File: src/rtl/sys_bus_hs_pkg.sv
// Shared definitions for the handshake peripheral bus: FSM encoding, error
// read data and the default chip-select values of the CPU memory map.
package sys_bus_hs_pkg;

  typedef enum logic [1:0] {
    ST_IDLE   = 2'd0,
    ST_ACCESS = 2'd1,
    ST_RESP   = 2'd2
  } bus_state_e;

  localparam logic [31:0] ERR_RDATA = 32'h0000_0000;

  localparam logic [3:0] SEL_DMEM = 4'h1;
  localparam logic [3:0] SEL_GPIO = 4'h2;
  localparam logic [3:0] SEL_UART = 4'h3;
  localparam logic [3:0] SEL_PWM  = 4'h4;

  function automatic logic [7:0] sat_inc8(input logic [7:0] v);
    return (v == 8'hFF) ? v : v + 8'd1;
  endfunction

endpackage

File: src/rtl/sys_bus_hs_dec.sv
// Address chip-select decoder: compares the select field against every slave
// base; the lowest matching slave index wins.
module sys_bus_dec #(
  parameter int NUM_SLV = 4,
  parameter int SW      = 4,
  parameter int IW      = (NUM_SLV > 1) ? $clog2(NUM_SLV) : 1
) (
  input  logic [SW-1:0]         sel_field,
  input  logic [NUM_SLV*SW-1:0] slv_base,
  output logic                  hit,
  output logic [NUM_SLV-1:0]    sel,
  output logic [IW-1:0]         idx
);

  // Scanning downwards lets the lowest matching index overwrite higher ones.
  always_comb begin
    hit = 1'b0;
    idx = '0;
    sel = '0;
    for (int k = NUM_SLV - 1; k >= 0; k--) begin
      if (slv_base[k*SW +: SW] == sel_field) begin
        hit = 1'b1;
        idx = IW'(k);
      end
    end
    for (int k = 0; k < NUM_SLV; k++) begin
      sel[k] = hit && (idx == IW'(k));
    end
  end

endmodule

File: src/rtl/sys_bus_hs.sv
// Registered single-master, multi-slave bus with req/ready handshake, byte
// strobes, per-access timeout and error reporting for unmapped/stalled accesses.
module sys_bus_hs
  import sys_bus_hs_pkg::*;
#(
  parameter int NUM_SLV = 4,
  parameter int DW      = 32,
  parameter int AW      = 32,
  parameter int SEL_HI  = 31,
  parameter int SEL_LO  = 28,
  parameter logic [NUM_SLV*(SEL_HI-SEL_LO+1)-1:0] SLV_BASE =
    {SEL_PWM, SEL_UART, SEL_GPIO, SEL_DMEM},
  parameter int TIMEOUT = 16
) (
  input  logic                  clk,
  input  logic                  rst_n,
  input  logic                  m_req,
  input  logic                  m_wen,
  input  logic [AW-1:0]         m_addr,
  input  logic [DW-1:0]         m_wdata,
  input  logic [DW/8-1:0]       m_wstrb,
  output logic [DW-1:0]         m_rdata,
  output logic                  m_ready,
  output logic                  m_err,
  output logic [NUM_SLV-1:0]    s_req,
  output logic                  s_wen,
  output logic [AW-1:0]         s_addr,
  output logic [DW-1:0]         s_wdata,
  output logic [DW/8-1:0]       s_wstrb,
  input  logic [NUM_SLV*DW-1:0] s_rdata,
  input  logic [NUM_SLV-1:0]    s_ready,
  output logic [7:0]            err_cnt,
  output logic [AW-1:0]         err_addr
);

  localparam int SW = SEL_HI - SEL_LO + 1;
  localparam int IW = (NUM_SLV > 1) ? $clog2(NUM_SLV) : 1;
  localparam int CW = $clog2(TIMEOUT);

  bus_state_e         state, state_d;
  logic [NUM_SLV-1:0] s_req_d;
  logic [IW-1:0]      sel_idx, sel_idx_d;
  logic [CW-1:0]      cnt, cnt_d;
  logic               m_ready_d, m_err_d;
  logic [DW-1:0]      m_rdata_d;
  logic [7:0]         err_cnt_d;
  logic [AW-1:0]      err_addr_d;
  logic               load;

  logic               dec_hit;
  logic [NUM_SLV-1:0] dec_sel;
  logic [IW-1:0]      dec_idx;
  logic [DW-1:0]      rdata_slice;

  sys_bus_dec #(
    .NUM_SLV (NUM_SLV),
    .SW      (SW),
    .IW      (IW)
  ) u_dec (
    .sel_field (m_addr[SEL_HI:SEL_LO]),
    .slv_base  (SLV_BASE),
    .hit       (dec_hit),
    .sel       (dec_sel),
    .idx       (dec_idx)
  );

  assign rdata_slice = s_rdata[sel_idx*DW +: DW];

  // Next-state logic; every registered output is computed here so the
  // master-side response appears exactly in the RESP cycle.
  always_comb begin
    state_d    = state;
    s_req_d    = s_req;
    sel_idx_d  = sel_idx;
    cnt_d      = cnt;
    m_ready_d  = 1'b0;
    m_err_d    = 1'b0;
    m_rdata_d  = m_rdata;
    err_cnt_d  = err_cnt;
    err_addr_d = err_addr;
    load       = 1'b0;
    case (state)
      ST_IDLE: begin
        if (m_req) begin
          if (dec_hit) begin
            load      = 1'b1;
            s_req_d   = dec_sel;
            sel_idx_d = dec_idx;
            cnt_d     = '0;
            state_d   = ST_ACCESS;
          end else begin
            m_ready_d  = 1'b1;
            m_err_d    = 1'b1;
            m_rdata_d  = DW'(ERR_RDATA);
            err_cnt_d  = sat_inc8(err_cnt);
            err_addr_d = m_addr;
            state_d    = ST_RESP;
          end
        end
      end
      ST_ACCESS: begin
        // A ready on the final timeout cycle still completes without error.
        if (s_ready[sel_idx]) begin
          s_req_d   = '0;
          m_ready_d = 1'b1;
          m_rdata_d = s_wen ? '0 : rdata_slice;
          state_d   = ST_RESP;
        end else if (cnt == CW'(TIMEOUT - 1)) begin
          s_req_d    = '0;
          m_ready_d  = 1'b1;
          m_err_d    = 1'b1;
          m_rdata_d  = DW'(ERR_RDATA);
          err_cnt_d  = sat_inc8(err_cnt);
          err_addr_d = s_addr;
          state_d    = ST_RESP;
        end else begin
          cnt_d = cnt + 1'b1;
        end
      end
      ST_RESP: begin
        state_d = ST_IDLE;
      end
      default: begin
        state_d = ST_IDLE;
        s_req_d = '0;
      end
    endcase
  end

  always_ff @(posedge clk) begin
    if (!rst_n) begin
      state    <= ST_IDLE;
      s_req    <= '0;
      sel_idx  <= '0;
      cnt      <= '0;
      m_ready  <= 1'b0;
      m_err    <= 1'b0;
      m_rdata  <= '0;
      err_cnt  <= 8'd0;
      err_addr <= '0;
      s_wen    <= 1'b0;
      s_addr   <= '0;
      s_wdata  <= '0;
      s_wstrb  <= '0;
    end else begin
      state    <= state_d;
      s_req    <= s_req_d;
      sel_idx  <= sel_idx_d;
      cnt      <= cnt_d;
      m_ready  <= m_ready_d;
      m_err    <= m_err_d;
      m_rdata  <= m_rdata_d;
      err_cnt  <= err_cnt_d;
      err_addr <= err_addr_d;
      if (load) begin
        s_wen   <= m_wen;
        s_addr  <= m_addr;
        s_wdata <= m_wdata;
        s_wstrb <= m_wen ? m_wstrb : '0;
      end
    end
  end

endmodule

File: config.mk
export PLATFORM = sky130hd
export DESIGN_NAME = sys_bus_hs
export DESIGN_NICKNAME = d
export VERILOG_FILES = /design/src/rtl/sys_bus_hs_pkg.sv /design/src/rtl/sys_bus_hs_dec.sv /design/src/rtl/sys_bus_hs.sv
export SDC_FILE = /design/constraint.sdc
export NUM_CORES = 1
export LEC_CHECK = 0
export BUFFER_PORTS_ARGS = -buffer_cell sky130_fd_sc_hd__buf_2
export CAP_MARGIN = 30
export CORE_AREA = 3 3 134 136
export DETAILED_ROUTE_END_ITERATION = 10
export DIE_AREA = 0 0 137 139
export GPL_TIMING_DRIVEN = 0
export PLACE_DENSITY = 0.7
export SLEW_MARGIN = 20
export SYNTH_ARGS = -nofsm -noshare
export SYNTH_HDL_FRONTEND = slang
export SYNTH_SLANG_ARGS = --single-unit
export TNS_END_PERCENT = 30
File: constraint.sdc
create_clock -name clk -period 3.15 [get_ports clk]
set_input_delay 0.1575 -clock clk [delete_from_list [all_inputs] [get_ports clk]]
set_output_delay 0.1575 -clock clk [all_outputs]
set_load 0.03 [all_outputs]
Word level (Yosys, flattened, before mapping)
Cells that the tools add are included.

$mul: 0. Shift-type cells: 1. Magnitude comparators: 1. Mux-type cells: 53. Add/sub/neg operators: 2. Div/mod/pow operators: 0. Equality and inequality tests: 18. Reductions and logical operators: 13. Bitwise gates (word level): 1.

Operator list (number): 2-to-1 mux 32 bit (9); case mux 32 bit (2 select lines) (2); indexed part select 128 x 8 -> 32 bit (1); 2-to-1 mux 8 bit (5); 2-to-1 mux 4 bit (9); 2-to-1 mux 2 bit (8); case mux 8 bit (2 select lines) (1); 2-to-1 mux 1 bit (13); inequality test 2 bit, second input constant (6); case mux 4 bit (3 select lines) (1); AND reduction 5 bit (2); adder 8 x 1 -> 8 bit, second input constant (1); equality test 2 x 4 -> 1 bit, first input constant (2); equality test 8 bit, second input constant (1); case mux 4 bit (2 select lines) (1); AND reduction 4 bit (2); equality test 2 bit, second input constant (3); adder 4 x 1 -> 4 bit, second input constant (1); equality test 1 x 4 -> 1 bit, first input constant (1); equality test 2 x 1 -> 1 bit, second input constant (2); equality test 3 x 4 -> 1 bit, first input constant (1); equality test 4 bit, second input constant (1); logical AND 1 bit (4); zero test 2 bit (2); other kinds (9) (10).

Input port bits: 204. Word-level logic and storage cells: 102. Memory bits (writable): 0. Memory bits (read-only): 0. Latch bits: 0. Memories: 0. Flip-flop bits (word level): 155.

Longest topological paths before layout
Word-level depth: 10. Mapped depth: 8.

Modules after synthesis
A second synthesis with hierarchy kept.

Cells, all modules: 741. Area, all modules: 6708.9 um^2.

By module, submodules not included: sys_bus_hs (seq. area each 3103.0 um^2, instances 1, area each 6483.7 um^2, cells each 712); sys_bus_dec (seq. area each 0.0 um^2, instances 1, area each 225.2 um^2, cells each 29).

Worst setup path after synthesis
No wires, ideal clock.

Kind: register to register. Start point: register sel_idx[0]. End point: register err_cnt[5]. Data arrival time: 2.052 ns. Stages on the path, launching flop included: 7. Path slack: 1.026 ns. Library setup time: 0.072 ns. Cells stage by stage: dfxtp_1 buf_6 mux4_2 or3_4 a21oi_2 nor3b_1 mux2i_1.

Word-level cells in the longest chain between the ends: 4.

RTL lines: from (decl) (RTL line sys_bus_hs.sv:42) `logic [IW-1:0] sel_idx, sel_idx_d;`; from (signal assigned) (RTL line sys_bus_hs.sv:148) `sel_idx <= sel_idx_d;`; binary-select mux 1 bit (select 2 bit) (RTL line sys_bus_hs.sv:103) `if (s_ready[sel_idx]) begin`; 2-to-1 mux 1 bit (not written as such) (RTL line sys_bus_hs.sv:103); inequality test 2 bit (no line); AND reduction 5 bit (no line); to (signal assigned) (RTL line sys_bus_hs.sv:153) `err_cnt <= err_cnt_d;`; to (decl) (RTL line sys_bus_hs.sv:32) `output logic [7:0] err_cnt,`.

Every way passes these cells. The select of a mux whose other input is x is not followed. A chain may end at the register's enable or synchronous reset.

Final worst setup path
Start point: register sel_idx[1]. End point: register err_addr[17].

Word-level cells in the longest chain between the ends: 4.

RTL lines: binary-select mux 1 bit (select 2 bit) (RTL line sys_bus_hs.sv:103); 2-to-1 mux 1 bit (not written as such) (RTL line sys_bus_hs.sv:103); inequality test 2 bit (no line); AND reduction 5 bit (no line); to (signal assigned) (RTL line sys_bus_hs.sv:154) `err_addr <= err_addr_d;`; to (decl) (RTL line sys_bus_hs.sv:33) `output logic [AW-1:0] err_addr`.

Every way passes these cells. The select of a mux whose other input is x is not followed.

==> impl_metrics.csv <==
group,metric,value,unit
status,status,"finished clean",
drt,drtPass1Iterations,5,
worst_setup_path,start_kind,"flip-flop",
clock_network,cts_tree,"done",
place,portBuffers,346,
hold_path,hold_path_class,"in -> reg",
clock_network,h-tree-depth,4,
sta,setup_viol,0,
drt,routedWlPerCell,17.42,um
logic_synthesis,syn_area_per_cell,9.694,um^2
worst_setup_path,crit_fanout,10,
logic_synthesis,yosysWarnings,0,
pwr,p_leak,4.286,nW
pwr,peakVddDrop,0.0003628,V
die,num_rows,48,
worst_setup_path,r2r_end,"err_addr[17]",
die,io_pins,351,
worst_setup_path,crit_required,3.47,ns
worst_setup_path,reg2reg_slack,0.63,ns
sta,hold_viol_final,0,
logic_synthesis,ys_ff_latch,155,
pwr,total_power,5.046,mW
sta,worstMarginPinSlew,0.8543,ns
worst_setup_path,crit_path_max_incr_delay,0.56,ns
sta,fin_skew,0.01486,ns
global_route,grt_pass1_vias,6778,
global_route,grt_max_degree,17,
die,initial_utilization,38.31,%
worst_setup_path,slowest_stage,"o31ai_1",
logic_synthesis,synthFlopType,"dfxtp_1",
drt,post-route-drc-count,0,
logic_synthesis,synthCells,674,
sta,rsz0062_at_grt,"false",
cells_and_area,nets,1307,
cells_and_area,final_layout_size_suffix_gt1_share,38.33,%
drt,drt_iter0_drc,325,
global_route,antenna_found_initial,1,
logic_synthesis,synth_fp_nets,880,
hold_path,min_from,"m_wstrb[0]",
clock_network,cts.sinks,155,
worst_setup_path,cp-end-kind,"flip-flop",
die,core-area,0.01706,mm^2
logic_synthesis,async_flop_share,0,%
logic_synthesis,synth_edf_count,0,
pwr,power.density,515.0,mW/mm^2
cells_and_area,multi_input_area,0.003189,mm^2
clock_network,post_cts_resized,0,
global_route,globalRouteTotalUtil,23.82,%
worst_setup_path,crit_arrival,2.83,ns
sta,fmax,0.3974,GHz
die,die_area,0.01904,mm^2
sta,relSlewSlack,43.04,%
drt,antenna_left,0,
clock_network,path_clk_slew,0.06,ns
cells_and_area,seq_area,0.003103,mm^2
clock_network,post_cts_buffers,0,
hold_path,holdPathEnd,"s_wstrb[0]",
drt,wirelength,23.35,mm
global_route,grt_pass1_wl,35.52,mm
sta,fin_crit_sh,79.89,%
die,die_w,137,um
global_route,overflow,0,
worst_setup_path,cp_cell_sequence,"clkbuf_1, mux4_2, o31ai_1, clkbuf_1, nor2_1, a211oi_1",
worst_setup_path,path_common_cell,"clkbuf_1",
clock_network,clk_latency,0.42,ns
job,drv_cap,0,
drt,vias_per_cell,5.042,
cells_and_area,syn_to_final_growth,49.96,%
drt,vias,6756,
worst_setup_path,critPathKind,"reg -> reg",
cells_and_area,fill_cells,1557,
logic_synthesis,syn-cell-area,0.006534,mm^2
sta,drv_slew,0,
place,dp_hpwl,17.51,mm
logic_synthesis,ys_seq_area_share,47.49,%
clock_network,cts_buffers,17,
die,die_h,139,um
hold_path,holdPathStages,3,
place,gp_congestion,0.8794,
sta,fin_crit,2.517,ns
clock_network,clk_path_buf_depth,2,
logic_synthesis,ys_types,39,
clock_network,root_buffer,"clkbuf_16",
worst_setup_path,rr_startpoint,"sel_idx[1]",
sta,fin_tns_setup,0,ns
worst_setup_path,ff2ff_path_depth,6,
cell usage in the layout, fill, tap and decap left out, types with 7 or more instances in the layout:
cell type,count
a211oi_1,37
a21oi_1,72
a22o_1,32
buf_2,355
clkbuf_1,44
clkbuf_16,17
dfxtp_1,155
dlygate4sd3_1,61
mux2i_1,37
mux4_2,33
nand2_1,136
nand3_1,10
nor2_1,53
xnor2_1,7
stage by stage:
step / hold WS [ns] / setup WS (ns) / std cells / instance area [um^2] / utilization (%)
floorplan: 0.2792 / 1.026 / 674 / 6534 / -
global placement: 0.3985 / 0.3243 / 1245 / 8547 / 50.11
detailed placement: 0.4030 / 0.6329 / 1246 / 8558 / 50.18
CTS: 0.0002546 / 0.6020 / 1339 / 9796 / 57.43
global route: 0.01723 / 0.4102 / 1340 / 9798 / 57.45
finish: 0.02236 / 0.6335 / 1340 / 9798 / 57.45
synth_stat cells (2+ instances only):
master,n,share of area (%)
dfxtp_1,155,47
nand2_1,136,7.8
a21oi_1,72,5.5
nor2_1,53,3.0
clkbuf_1,43,2.5
a211oi_1,37,4.3
mux2i_1,37,5.7
mux4_2,33,11
a22o_1,32,4.3
nand3_1,10,0.77
buf_2,8,0.61
xnor2_1,7,0.94
buf_1,4,0.23
nor3_1,4,0.31
and2_1,3,0.29
and3_1,3,0.29
inv_1,3,0.17
nand4_1,3,0.29
nor4_1,3,0.29
and3b_1,2,0.27
and4_1,2,0.27
ha_1,2,0.38
nand2b_1,2,0.19
nor3b_1,2,0.23
o21ai_0,2,0.15
o31ai_1,2,0.23
xor2_1,2,0.27
layout make-up:
class	count	share of cell area, %
well taps	225	2.873
inverters	4	0.1532
clock inverters	11	1.596
clock buffers	21	4.801
diodes	1	0.02554
plain buffers	57	2.375
flip-flops and latches	155	31.67
multi-input cells	458	32.55
repair buffers	408	23.96
where the power goes:
part / total (mW) / switching [mW] / internal (mW)
Sequential: 2.10 / 0.0502 / 2.05
Clock: 2.14 / 0.822 / 1.32
Combinational: 0.808 / 0.477 / 0.331
critical path, delay by kind of cell, from the launching register on:
kind,cells,cell delay [ns]
compound gates,2,0.82
flops,1,0.31
simple gates,1,0.08
mux,1,0.46
buf+inv,2,0.76
worst max-delay path by stage:
stage	from	endpoint	slack, ns	depth (start not counted)
after floorplan	sel_idx[0]	err_cnt[5]	1.03	6
after global placement	state[1]	s_addr[16]	0.32	6
after detailed placement	sel_idx[1]	err_addr[26]	0.63	6
after CTS	sel_idx[1]	err_addr[26]	0.60	6
after global routing	sel_idx[1]	err_addr[29]	0.41	6
final	sel_idx[1]	err_addr[17]	0.63	6
logic make-up (layout without fill, tap and decap cells):
group | after synthesis | count (layout) | synth area share, %
AND/OR/NAND/NOR | 227 | 227 | 14.63
flip-flops | 155 | 155 | 47.49
AO/OA/AOI/OAI | 150 | 150 | 15.45
multiplexers | 70 | 70 | 17.04
buffers and inverters | 61 | 501 | 3.791
XOR/XNOR | 9 | 9 | 1.207
adder cells (fa/ha/maj) | 2 | 2 | 0.3829
other | 0 | 1 | 0
layer usage:
| metal | track usage, % | share of wire, % | vias to the layer above |
|---|---|---|---|
| met2 | 39.38 | 49 | 279 |
| met5 | 0 | 0 | - |
| met3 | 6.422 | 7.1 | 45 |
| met4 | 9.611 | 2.7 | 0 |
| li1 | - | - | 3261 |
| met1 | 29.25 | 41 | 3171 |
state kept, by name, indices dropped and copies added (netlist names), 4 cells and up:
signal    count
cnt           4
err_addr     32
err_cnt       8
s_wdata      32
s_addr       32
s_req         4
m_rdata      32
s_wstrb       4
repair_timing:
| action | in CTS | in global routing |
|---|---|---|
| hold endpoints to repair | 61 | 0 |
| hold buffers | 61 | 0 |
| endpoints found under the setup margin | 0 | 0 |
No activity file was read; power rests on OpenSTA's default activity.
